===== src/rtl/coef_ram_arbiter.sv =====
// Two-requester arbiter for a shared synchronous-read coefficient RAM.
// Round-robin on contention, burst lock per owner, idle-timeout release.
//
//   state | meaning
//   IDLE  | no owner, waiting for a request
//   OWN0  | requester 0 owns the RAM port (gnt0=1)
//   OWN1  | requester 1 owns the RAM port (gnt1=1)
module coef_ram_arbiter #(
    parameter int ADDR_W       = 7,
    parameter int DATA_W       = 16,
    parameter int IDLE_TIMEOUT = 16
) (
    input  logic              clock,
    input  logic              reset_n,
    input  logic              req0,
    input  logic              req1,
    input  logic [ADDR_W-1:0] addr0,
    input  logic [ADDR_W-1:0] addr1,
    input  logic              last0,
    input  logic              last1,
    output logic              gnt0,
    output logic              gnt1,
    output logic              rvalid0,
    output logic              rvalid1,
    output logic [DATA_W-1:0] rdata0,
    output logic [DATA_W-1:0] rdata1,
    output logic [ADDR_W-1:0] ram_addr,
    input  logic [DATA_W-1:0] ram_dout
);

    typedef enum logic [1:0] {IDLE, OWN0, OWN1} state_t;

    // Timeout fires on the idle cycle that would bring the timer to IDLE_TIMEOUT.
    localparam logic [7:0] TIMEOUT_M1 = 8'(IDLE_TIMEOUT - 1);

    state_t            state;
    logic              rr;
    logic [7:0]        lock_timer;
    logic [ADDR_W-1:0] addr_hold;

    logic accept0, accept1;
    logic owner_req, owner_last, other_req;
    logic timer_hit, burst_end;

    assign accept0  = req0 & gnt0;
    assign accept1  = req1 & gnt1;
    assign ram_addr = accept0 ? addr0 : (accept1 ? addr1 : addr_hold);
    assign rdata0   = rvalid0 ? ram_dout : '0;
    assign rdata1   = rvalid1 ? ram_dout : '0;

    always_comb begin
        owner_req  = (state == OWN1) ? req1  : req0;
        owner_last = (state == OWN1) ? last1 : last0;
        other_req  = (state == OWN1) ? req0  : req1;
        timer_hit  = !owner_req && (lock_timer == TIMEOUT_M1);
        burst_end  = (state == OWN0 || state == OWN1) &&
                     (owner_req ? owner_last : timer_hit);
    end

    always_ff @(posedge clock or negedge reset_n) begin
        if (!reset_n) begin
            state      <= IDLE;
            rr         <= 1'b0;
            gnt0       <= 1'b0;
            gnt1       <= 1'b0;
            rvalid0    <= 1'b0;
            rvalid1    <= 1'b0;
            lock_timer <= '0;
            addr_hold  <= '0;
        end else begin
            rvalid0 <= accept0;
            rvalid1 <= accept1;
            if (accept0 || accept1)
                addr_hold <= ram_addr;

            case (state)
                IDLE: begin
                    lock_timer <= '0;
                    if (req0 && (!req1 || !rr)) begin
                        state <= OWN0;
                        gnt0  <= 1'b1;
                    end else if (req1) begin
                        state <= OWN1;
                        gnt1  <= 1'b1;
                    end
                end
                OWN0, OWN1: begin
                    if (burst_end) begin
                        rr         <= (state == OWN0);
                        lock_timer <= '0;
                        if (other_req) begin
                            // Hand straight over to the waiting requester, no idle bubble.
                            state <= (state == OWN0) ? OWN1 : OWN0;
                            gnt0  <= (state == OWN1);
                            gnt1  <= (state == OWN0);
                        end else begin
                            state <= IDLE;
                            gnt0  <= 1'b0;
                            gnt1  <= 1'b0;
                        end
                    end else if (owner_req) begin
                        lock_timer <= '0;
                    end else if (lock_timer != 8'hFF) begin
                        lock_timer <= lock_timer + 8'd1;
                    end
                end
                default: begin
                    state <= IDLE;
                    gnt0  <= 1'b0;
                    gnt1  <= 1'b0;
                end
            endcase
        end
    end

endmodule


===== config.mk =====
export PLATFORM = sky130hd
export DESIGN_NAME = coef_ram_arbiter
export DESIGN_NICKNAME = d
export VERILOG_FILES = /design/src/rtl/coef_ram_arbiter.sv
export SDC_FILE = /design/constraint.sdc
export NUM_CORES = 1
export LEC_CHECK = 0
export ABC_AREA = 1
export CAP_MARGIN = 10
export CORE_MARGIN = 3
export CORE_UTILIZATION = 30
export DETAILED_ROUTE_END_ITERATION = 6
export PLACE_DENSITY = 0.72
export SLEW_MARGIN = 20
export SYNTH_ARGS = -nofsm -noshare
export SYNTH_HDL_FRONTEND = slang
export SYNTH_SLANG_ARGS = --single-unit

===== constraint.sdc =====
create_clock -name clock -period 3.5 [get_ports clock]
set_clock_uncertainty 0.15 [all_clocks]
set_input_delay 0.525 -clock clock [delete_from_list [all_inputs] [get_ports clock]]
set_output_delay 0.525 -clock clock [all_outputs]
set_load 0.05 [all_outputs]

==> results of run 1 <==
==> layer usage <==
layer,up-vias,part of all wire,track usage
li1,931,-,-
met2,64,0.47,0.249
met3,0,0.085,0.0317
met5,-,0,0
met4,0,0,0.0155
met1,752,0.44,0.160
==> area by class of cell <==
type                            count  area [µm²]
Multi-Input combinational cell    177         805
Fill cell                         518        2460
Clock buffer                        4        55.1
Inverter                           57         214
Sequential cell                    22         551
Timing Repair Buffer               78         776
Tap cell                           67        83.8
==> worst max-delay path, delay by kind of cell <==
family | cells | cell delay (ns)
buffers and inverters | 4 | 1.62
AND/OR/NAND/NOR | 4 | 0.34
==> worst max path at each step <==
stage | startpoint | to | cells past startpoint
floorplan | rvalid0$_DFF_PN0_ | rdata0[10] | 4
global placement | req1 | ram_addr[0] | 8
detailed placement | req1 | ram_addr[0] | 8
CTS | req1 | ram_addr[0] | 8
global route | req1 | ram_addr[2] | 8
finish | req1 | ram_addr[0] | 8
==> cells in the final DEF (no fill, tap or decap) <==
cell type	n
sky130_fd_sc_hd__nand3_1	29
sky130_fd_sc_hd__nor3_2	1
sky130_fd_sc_hd__inv_1	56
sky130_fd_sc_hd__clkbuf_8	4
sky130_fd_sc_hd__a21oi_1	4
sky130_fd_sc_hd__ha_1	5
sky130_fd_sc_hd__o21ai_1	1
sky130_fd_sc_hd__nand2_2	1
sky130_fd_sc_hd__nor2_2	1
sky130_fd_sc_hd__dfrtp_1	22
sky130_fd_sc_hd__clkdlybuf4s50_1	77
sky130_fd_sc_hd__nand2_1	112
sky130_fd_sc_hd__o21ai_0	5
sky130_fd_sc_hd__nand4_1	2
sky130_fd_sc_hd__xor2_1	3
sky130_fd_sc_hd__nand3b_1	1
sky130_fd_sc_hd__nor2_1	10
sky130_fd_sc_hd__buf_2	1
sky130_fd_sc_hd__nand3_2	2
sky130_fd_sc_hd__clkinv_1	1
==> report_power, final <==
group / total [mW] / internal, mW / leakage [nW] / switching [mW]
sequential: 0.402 / 0.333 / 0.286 / 0.0695
combinational: 1.17 / 0.389 / 1.08 / 0.782
clock: 0.180 / 0.100 / 0.0288 / 0.0800
==> registers in the layout (all words and copies together), names as in the netlist <==
| name | count |
|---|---|
| addr_hold | 7 |
| gnt0 | 1 |
| gnt1 | 1 |
| lock_timer | 8 |
| rr | 1 |
| rvalid0 | 1 |
| rvalid1 | 1 |
| state | 2 |
==> cell families after synthesis <==
| group | count (synthesis) | share of synthesized area |
|---|---|---|
| buffers and inverters | 63 | 0.153 |
| flip-flops | 22 | 0.344 |
| AO/OA/AOI/OAI | 10 | 0.0313 |
| XOR/XNOR | 3 | 0.0164 |
| adder cells (fa/ha/maj) | 5 | 0.0391 |
| AND/OR/NAND/NOR | 159 | 0.416 |
==> reports/summary.md, run 1 <==
The run finished with clean final reports. The biggest cell delay along the critical path works out to 0.81 ns. At the worst endpoint, the required time is 2.82 ns.

For the worst-skew pair, the clock arrives at the later sink with an insertion delay of 0.26 ns. The via count of the first global-routing pass came out at 1644. Predominant post-synthesis flop cell: sky130_fd_sc_hd__dfrtp_1.

CTS placed an instance of sky130_fd_sc_hd__clkbuf_8 at the clock tree root. After clock tree synthesis, the flow added hold-fix buffers numbering 0. The aggregate negative setup slack came out at 0 ns.

The post-CTS setup buffer count was 0; the detailed-route wire length was 4.22 mm. The number of warnings issued by yosys was 0. In this run the worst path has a maximum fanout of 7. The tools report the type of element launching the critical path as a primary input. The minimum period implied by the final worst setup slack was 3.16 ns. Share of post-route cells with drive strength above 1: 0.0296.

The fraction of post-synthesis cell area in the top cell type by area was 0.344; the cell count after placement was 401. The placeable core area was 0.00494 mm². The wire length of the first global-routing pass came out at 7.04 mm.

Ranked by total cell area, the synthesized netlist is headed by sky130_fd_sc_hd__dfrtp_1, sky130_fd_sc_hd__nand2_1, sky130_fd_sc_hd__inv_1. The path category of the worst min-delay check was in -> async. The cell depth of the worst flop-to-flop path is 11. Dividing the detail-routed wire length by the instance count gives 10.4 µm. At the pin with the least slew margin, the transition time is 0.553 ns. The relative max-transition margin was 0.631. The count of pins over their slew limit is 0, and the maximum number of pins on one net before global-route repair is 23. For the number of nets in the layout, the log shows 380.

The number of buffers between clock root and the deepest sink is 2. After synthesis, the netlist uses 20 different library cells. Dividing total power by cell area gives a power density of 706 mW/mm². The I/O pin total was 79. In this run the cell area measured after placement is 0.00243 mm². For the utilization of the core after routing, the log shows 0.503.

The tools report the synthesized instance count as 262. 0 antenna diodes ended up in the layout. In the post-route analysis, the smallest setup slack over all paths is 0.338 ns. The initial core utilization came out at 0.324. sky130_fd_sc_hd__dfrtp_1 takes more of the synthesized area than any other cell. The finished cells cover 0.00248 mm².

Setup violations remaining at the end of the flow were counted as 0. The worst setup slack before clock tree synthesis was 0.330 ns; the final weighted congestion in routability-driven placement was 0.796. The count of vias placed by the detailed router is 1747, and the maximum resistive drop on vdd is 0.000481 V.

Walking the worst path, the cells encountered are clkdlybuf4s50_1 -> nand2_1 -> inv_1 -> nand2_1 -> inv_1 -> nand2_1 -> nand3_1 -> clkdlybuf4s50_1. The initial antenna violation count is 0, and the number of flops mapped to enable cells by yosys is 0. In this run the horizontal extent of the chip is 79.0 µm. The average instance in the mapped netlist occupies 6.11 µm². The cell that appears most often on the critical path is sky130_fd_sc_hd__nand2_1.

Summing every instance area after synthesis gives 0.00160 mm². The logs give 2.49 ns for the data arrival time at the worst-slack endpoint and 0.00625 mm² for the area of the die. The first detailed-routing pass took 4 iterations. For this run, the number of standard cells in the final layout without fillers is 405.

The number of placement rows was 25. The analysis attributes to cell leakage a power of 1.39 nW. The DRC violations left was 0. The worst register-to-register path begins at state[0]$_DFFE_PN0P_.

The final cycle utilization of the critical path works out to 0.903. From bottom edge to top edge, the die measures 79.0 µm. The aggregate global-route resource usage is 0.134, and the register bit total from synthesis is 22. For this block, the initial DRC count from the detailed router was 56. The destination of the worst register-to-register timing path was lock_timer[4]$_DFFE_PN0P_. Global routing finished with a remaining overflow of 0. The worst setup path is captured at a primary output. The TritonCTS buffer count was 3.

The post-route total power is 1.75 mW, and the proportion of register bits with asynchronous set or reset after synthesis is 1.00. The number of port buffers was 78. Using the TritonRoute via totals, the vias-per-cell ratio works out to 4.31. The deepest level of the CTS H-tree is 1, and the register-to-register path setup slack is 1.58 ns. The commonest cells after synthesis are sky130_fd_sc_hd__nand2_1, sky130_fd_sc_hd__inv_1, sky130_fd_sc_hd__nand3_1. The synthesized net count is 303, and the max-cap check violation count is 0.

Upper clock frequency limit: 0.316 GHz. The count of nets left with antenna violations after detail routing is 0. The most frequent cell after synthesis is sky130_fd_sc_hd__nand2_1. Number of hold-slack violations in the final timing report: 0. The critical path is of the in -> out type.

Clock-pin slew was measured on the worst setup and hold paths at 0.08 ns. The final worst hold slack is 0.0592 ns, and the total clock sinks is 22. Post-synthesis sequential area ratio: 0.344. Setup repair after global routing left no endpoint under its margin.

The synthesis-to-layout area growth was 55.2%; the post-cts gate resize count was 0. The library cell contributing the largest single delay on the critical path was sky130_fd_sc_hd__clkdlybuf4s50_1. Detailed placement HPWL: 3.45 mm. TritonCTS built the clock tree.
No activity file was read; power rests on OpenSTA's default activity.
==> run 2, diff against run 1 <==
==> constraint.sdc (replaced) <==
create_clock -name clock -period 3.5 [get_ports clock]
set_clock_uncertainty 0.15 [all_clocks]
set_input_delay 0.525 -clock clock [delete_from_list [all_inputs] [get_ports clock]]
set_output_delay 0.525 -clock clock [all_outputs]
set_load 0.02 [all_outputs]
==> reports/summary.md, run 2 (synthesis gave the netlist of run 1 again) <==
Detailed routing inserted a total of 1758 vias. The height of the chip is 79.0 µm, and the utilization of the core after routing is 0.503. Count of nets left with antenna violations after detail routing: 0. The aggregate global-route resource usage was 0.133. In this run, post-CTS repair resized a total of 0 instances. The smallest clock period supported by the final layout is computed as 2.94 ns.

Setup repair after global routing left no endpoint under its margin. STA classifies the critical path startpoint as a primary input. The I/O pin total was 79; the final worst hold slack was 0.0657 ns. For the final weighted congestion in routability-driven placement, the log shows 0.797. Most common library cell in the layout ignoring fill and taps: sky130_fd_sc_hd__nand2_1. Buffers inserted to repair hold after CTS numbered 0. In the layout the commonest cells are sky130_fd_sc_hd__nand2_1, sky130_fd_sc_hd__clkdlybuf4s50_1, sky130_fd_sc_hd__inv_1, sky130_fd_sc_hd__nand3_1, sky130_fd_sc_hd__dfrtp_1. Static timing analysis puts the maximum clock frequency at 0.340 GHz. The worst setup path is captured at a primary output. At the placement stage, the worst setup path has a slack of 0.547 ns.

Among all stages on the critical path, the largest delay is contributed by sky130_fd_sc_hd__clkdlybuf4s50_1. The wire length per cell after detailed routing was 10.6 µm. The count of pins over their slew limit was 0; the first-pass iteration count of the detailed router was 4.

The data arrival time at the worst-slack endpoint was 2.27 ns. For the worst setup path, the data required time is 2.82 ns. The min-delay analysis places its worst path in the category in -> async.

The master cell of the clock root buffer is sky130_fd_sc_hd__clkbuf_8. The largest registers in the layout are lock_timer (8), addr_hold (7), state (2). The total area inside the core boundary comes to 0.00494 mm². The most numerous cell on the critical path is sky130_fd_sc_hd__nand2_1.

Summed over all failing endpoints, the final setup total negative slack is 0 ns. Once placement completed, the tool counted placed cells totaling 401. Actual slew at the worst max-slew pin: 0.556 ns. The logs give 25 for the number of placement rows and 1.49 mW for the post-route total power.

The tools report the number of nets in the layout as 380. The final worst-path setup slack is 0.556 ns. The number of diodes added for antenna fixing is 0, and the synthesis-to-layout area growth is 55.2%.

For the initial antenna violation count, the log shows 0. After detailed routing, the number of vias per cell comes to 4.34. Wire segments on met3 add up to 340 µm in the final route.

The first routing iteration left 61 violations. The floorplan step defined a die boundary enclosing 0.00625 mm². For this run, the slowest stage of the critical path takes 0.61 ns. The register with the most flip-flops in the layout has 8 of them.

After filler insertion, the fill cell instance count of the layout stands at 515. The deepest level of the CTS H-tree was 1; the total overflow reported by the global router was 0. For the worst-skew pair, the clock arrives at the later sink with an insertion delay of 0.26 ns. The finished cells cover 0.00248 mm².

The post-CTS setup buffer count came out at 0. For this run, design rule violations remaining after detail routing come to 0. For the maximum number of pins on one net before global-route repair, the log shows 23. Setup violations remaining at the end of the flow were counted as 0.

The tools report the leakage power as 1.39 nW. Summed over all layers, the routed wires come to 4.31 mm. The longest clock path from root to sink contains 2 buffers. The wire length of the first global-routing pass is 6.94 mm. The tool flagged a number of max-cap violations equal to 0. Number of port buffers: 78. The run gives 0.629 as the relative max-transition margin. The ratio of total power to cell area was 599 mW/mm².

The share of post-route cells with drive strength above 1 came out at 0.0296. The run finished with clean final reports. The category of the most critical setup path was in -> out.

The die is 79.0 µm wide. The initial core utilization was 0.324; the number of hold-slack violations in the final timing report was 0. The non-filler instance count after layout came out at 405.

The final cycle utilization of the critical path is 0.841. The clock drives 22 sinks. For the detailed placement HPWL, the log shows 3.45 mm. The number of clock buffers added by TritonCTS is 3. The top layer reached by signal wires is met4. TritonCTS built the clock tree.

The via count of the first global-routing pass came out at 1626. The largest register by flop count is lock_timer. For the wire length on met2, the log shows 2.04 mm. The sequential cell area came out at 551 µm². The largest fanout of any net on the critical path works out to 7. In the final layout, the multi-input gates occupy 805 µm². The detailed router put a total of 1.91 mm of wire on met1. Clock-pin slew was measured on the worst setup and hold paths at 0.08 ns. The signal on the critical path passes through clkdlybuf4s50_1 -> nand2_1 -> inv_1 -> nand2_1 -> inv_1 -> nand2_1 -> nand3_1 -> clkdlybuf4s50_1. The tools report the area of placed instances as 0.00243 mm². The maximum resistive drop on vdd came out at 0.000374 V.
-- run 2: cell counts in the layout (fill, tap and decap cells not counted) --
No cell type changed its count.
-- run 2: area by class of cell --
class,count,area share
clock buffers,4,0.0222
multi-input cells,177,0.324
flip-flops and latches,22,0.222
well taps,67,0.0338
repair buffers,78,0.312
inverters,57,0.0861
-- run 2: worst max-delay path, delay by kind of cell --
family / cells / cell delay (ns)
buf+inv: 4 / 1.42
simple gates: 4 / 0.34
-- run 2: where the power goes --
group	switching, mW	total (mW)	internal (mW)	leakage, nW
Sequential	0.0701	0.403	0.333	0.286
Clock	0.0803	0.180	0.100	0.0288
Combinational	0.511	0.903	0.392	1.08
Total	0.662	1.49	0.825	1.39
-- run 2: path summary, 6_finish.rpt --
path,startpoint,to,slack [ns],cells after the start
max,req1,ram_addr[0],0.56,8
min,reset_n,gnt1$_DFFE_PN0P_,0.07,1
max reg2reg,state[0]$_DFFE_PN0P_,lock_timer[3]$_DFFE_PN0P_,1.58,11
min reg2reg,rr$_DFFE_PN0P_,rr$_DFFE_PN0P_,0.34,2
max in group asynchronous,reset_n,state[0]$_DFFE_PN0P_,2.80,1
min in group clock,rr$_DFFE_PN0P_,rr$_DFFE_PN0P_,0.34,2
-- run 2: metal layers --
layer  GRT usage  vias up
met5           0        -
met4      0.0155        0
met3      0.0329        3
met2       0.247       57
met1       0.157      770
li1            -      928
==> RTL edit (flow settings as in run 1) <==
Change the parameter `ADDR_W` from 7 to 8.
--- a/src/rtl/coef_ram_arbiter.sv
+++ b/src/rtl/coef_ram_arbiter.sv
@@ -7,5 +7,5 @@
 //   OWN1  | requester 1 owns the RAM port (gnt1=1)
 module coef_ram_arbiter #(
-    parameter int ADDR_W       = 7,
+    parameter int ADDR_W       = 8,
     parameter int DATA_W       = 16,
     parameter int IDLE_TIMEOUT = 16
Interface: changed (resized addr0, addr1 and ram_addr); port bits go from 79 to 82. No check against the original RTL was run, so the function may have changed too.
==> RTL edit against run 1 <==
Register-to-register slack improved by 70 ps; synthesized area rose by 4.0%; sequential cell count increased by 1; critical endpoint is now ram_addr[6]; non-clock buffer count is 4 higher; cell area grew 4.1%; count of clock-buffer cells in the layout down 1; routed wire length is essentially flat; largest power group unchanged; combinational power is 6% higher; total power up 4.1%; worst setup slack better by 12 ps; clock power down 9%.
==> RTL edit: results (changes against run 1) <==
Outcome
  – Status: finished clean

Synth
  – Synth unique cells: 24 (+20%)
  – Top area cells in the synthesized netlist: dfrtp_1 (35%), nand2_1 (26%), inv_1 (11%), nand3_1 (8.4%), ha_1 (3.8%)
  – Post-synth ARST share: 100% (unchanged)
  – Syn. warnings: 0 (unchanged)
  – Most frequent cells after synthesis: nand2_1 (116), inv_1 (48), nand3_1 (28)
  – Seq/Total Area, Yosys: 34.6% (+0.18 points)
  – Mapped Nets: 307 (+1.3%)
  – Post-synth EDFFs: 0 (unchanged)

CTS
  – TritonCTS Buffers: 3 (unchanged)
  – Clock latency on the worst-skew pair: 260 ps (about the same)
  – H-tree depth: 1 (unchanged)
  – Post_cts resized: 0 (unchanged)
  – Setup bufs post-CTS: 0 (unchanged)
  – Clock Path Buffers: 2 (unchanged)
  – Clock Pin Slew Worst Setup and Hold Paths: 90 ps
  – Root Driver: clkbuf_8

Power and ir drop
  – Pleak: 0.00144 uW (+3.7%)
  – Worst vdd ir: 0.426 mV (-11%)
  – Switching power: 990 uW (+6.3%)

Placement
  – Final RePlAce weighted congestion: 0.789 (-0.85%)
  – Detailed Place HPWL: 3460 um (+0.15%)
  – Worst slack at placement: 326 ps (-4.37 ps)
  – IO buf count: 81 (+3.8%)

Finish
  – Final #Nets: 390 (+2.6%)
  – Antenna Cells: 0 (unchanged)
  – Layout cells sized above 1: 6.36% (+3.4 points)
  – Regs by FF count: addr_hold x8, lock_timer x8, state x2
  – Layout fillers: 528 (+1.9%)

STA
  – Fin Hold WS: 332 ps (+272 ps)
  – Setup TNS: 0 ps (unchanged)
  – Slew @ Worst Pin: 545 ps (-8.23 ps)
  – Minimum clock period: 3150 ps (-12.1 ps)

Global route
  – Met2 usage: 24.1% (-0.83 points)
  – Initial antenna violation count: 0 (unchanged)
  – Total GRT Usage: 13.9% (+0.50 points)
  – M3 GR Usage: 2.91% (-0.26 points)
  – Vias in the first global route: 1726 (+5.0%)
  – Grt met1 use: 17.9% (+1.9 points)
  – First-pass GRT wire length: 7420 um (+5.4%)
  – Largest net degree at the start of global routing: 24 (+4.3%)

Routing
  – 1st-iter DRT viols: 82 (+46%)
  – DR WL/cell: 10.2 um (-2.6%)
  – Drt first pass iters: 4 (unchanged)
  – Total number of vias: 1784 (+2.1%)

Setup path
  – Critical-path top delay cell: clkdlybuf4s50_1
  – Worst path arrival time: 2470 ps (-20 ps)
  – Critical Path Fanout Max: 8 (+1)
  – CP peak stage delay: about 800 ps
  – FF-to-FF setup slack: 1650 ps (+70 ps)

Worst hold path
  – Worst min-delay path class: flop to flop
[RTL edit: area by class of cell]
type,count,area [um2],area share (%)
multi-input cells,188,890,34.4
repair buffers,82,803,31.1
well taps,70,87.6,3.39
inverters,49,184,7.11
clock buffers,3,41.3,1.60
clock inverters,1,5.00,0.194
flip-flops and latches,23,576,22.3
[RTL edit: kinds of logic after synthesis]
family,count (synthesis),share of synthesized area (%)
and+or+nand+nor,169,43.5
buffers and inverters,53,12.0
DFF,23,34.6
AOI/OAI and AO/OA,11,4.66
adders and majority gates,5,3.76
xor gates and xnor gates,3,1.58
[RTL edit: worst max-delay path: cells and delay by family]
family                 cells  cell delay, ps
buffers and inverters      4            1600
AND/OR/NAND/NOR            4             330
[RTL edit: metal layers]
metal	wire [um]	up-vias	share of wire, %
li1	-	964	-
met1	1900	772	45
met2	2040	46	48
met3	271	2	6.4
met4	13	0	0.31
met5	0	-	0
[RTL edit: metrics by stage]
| stage | cell area [um2] | total power (uW) | cells |
|---|---|---|---|
| 6_report | 2590 | 1830 | 416 |
| 5_1_grt | 2590 | 1970 | 416 |
| 4_1_cts | 2590 | 1850 | 416 |
| 3_5_place_dp | 2540 | 1680 | 412 |
| 3_3_place_gp | 2540 | 1670 | 412 |
| 2_1_floorplan | 1660 | 1290 | 264 |
[RTL edit: power groups by stage]
| stage | clock network, uW | registers (uW) | logic [uW] |
|---|---|---|---|
| finish | 163 | 420 | 1240 |
| global route | 180 | 438 | 1350 |
| CTS | 169 | 422 | 1260 |
| detailed placement | 0 | 426 | 1250 |
| global placement | 0 | 429 | 1240 |
| floorplan | 0 | 452 | 841 |
[RTL edit: final timing paths]
check,from,end,cells past startpoint
min in group asynchronous,reset_n,lock_timer[5],2
hold / removal,rr,rr,2
max in group asynchronous,reset_n,lock_timer[1],2
hold reg to reg,rr,rr,2
setup reg to reg,state[0],lock_timer[1],7
setup / recovery,req1,ram_addr[6],8
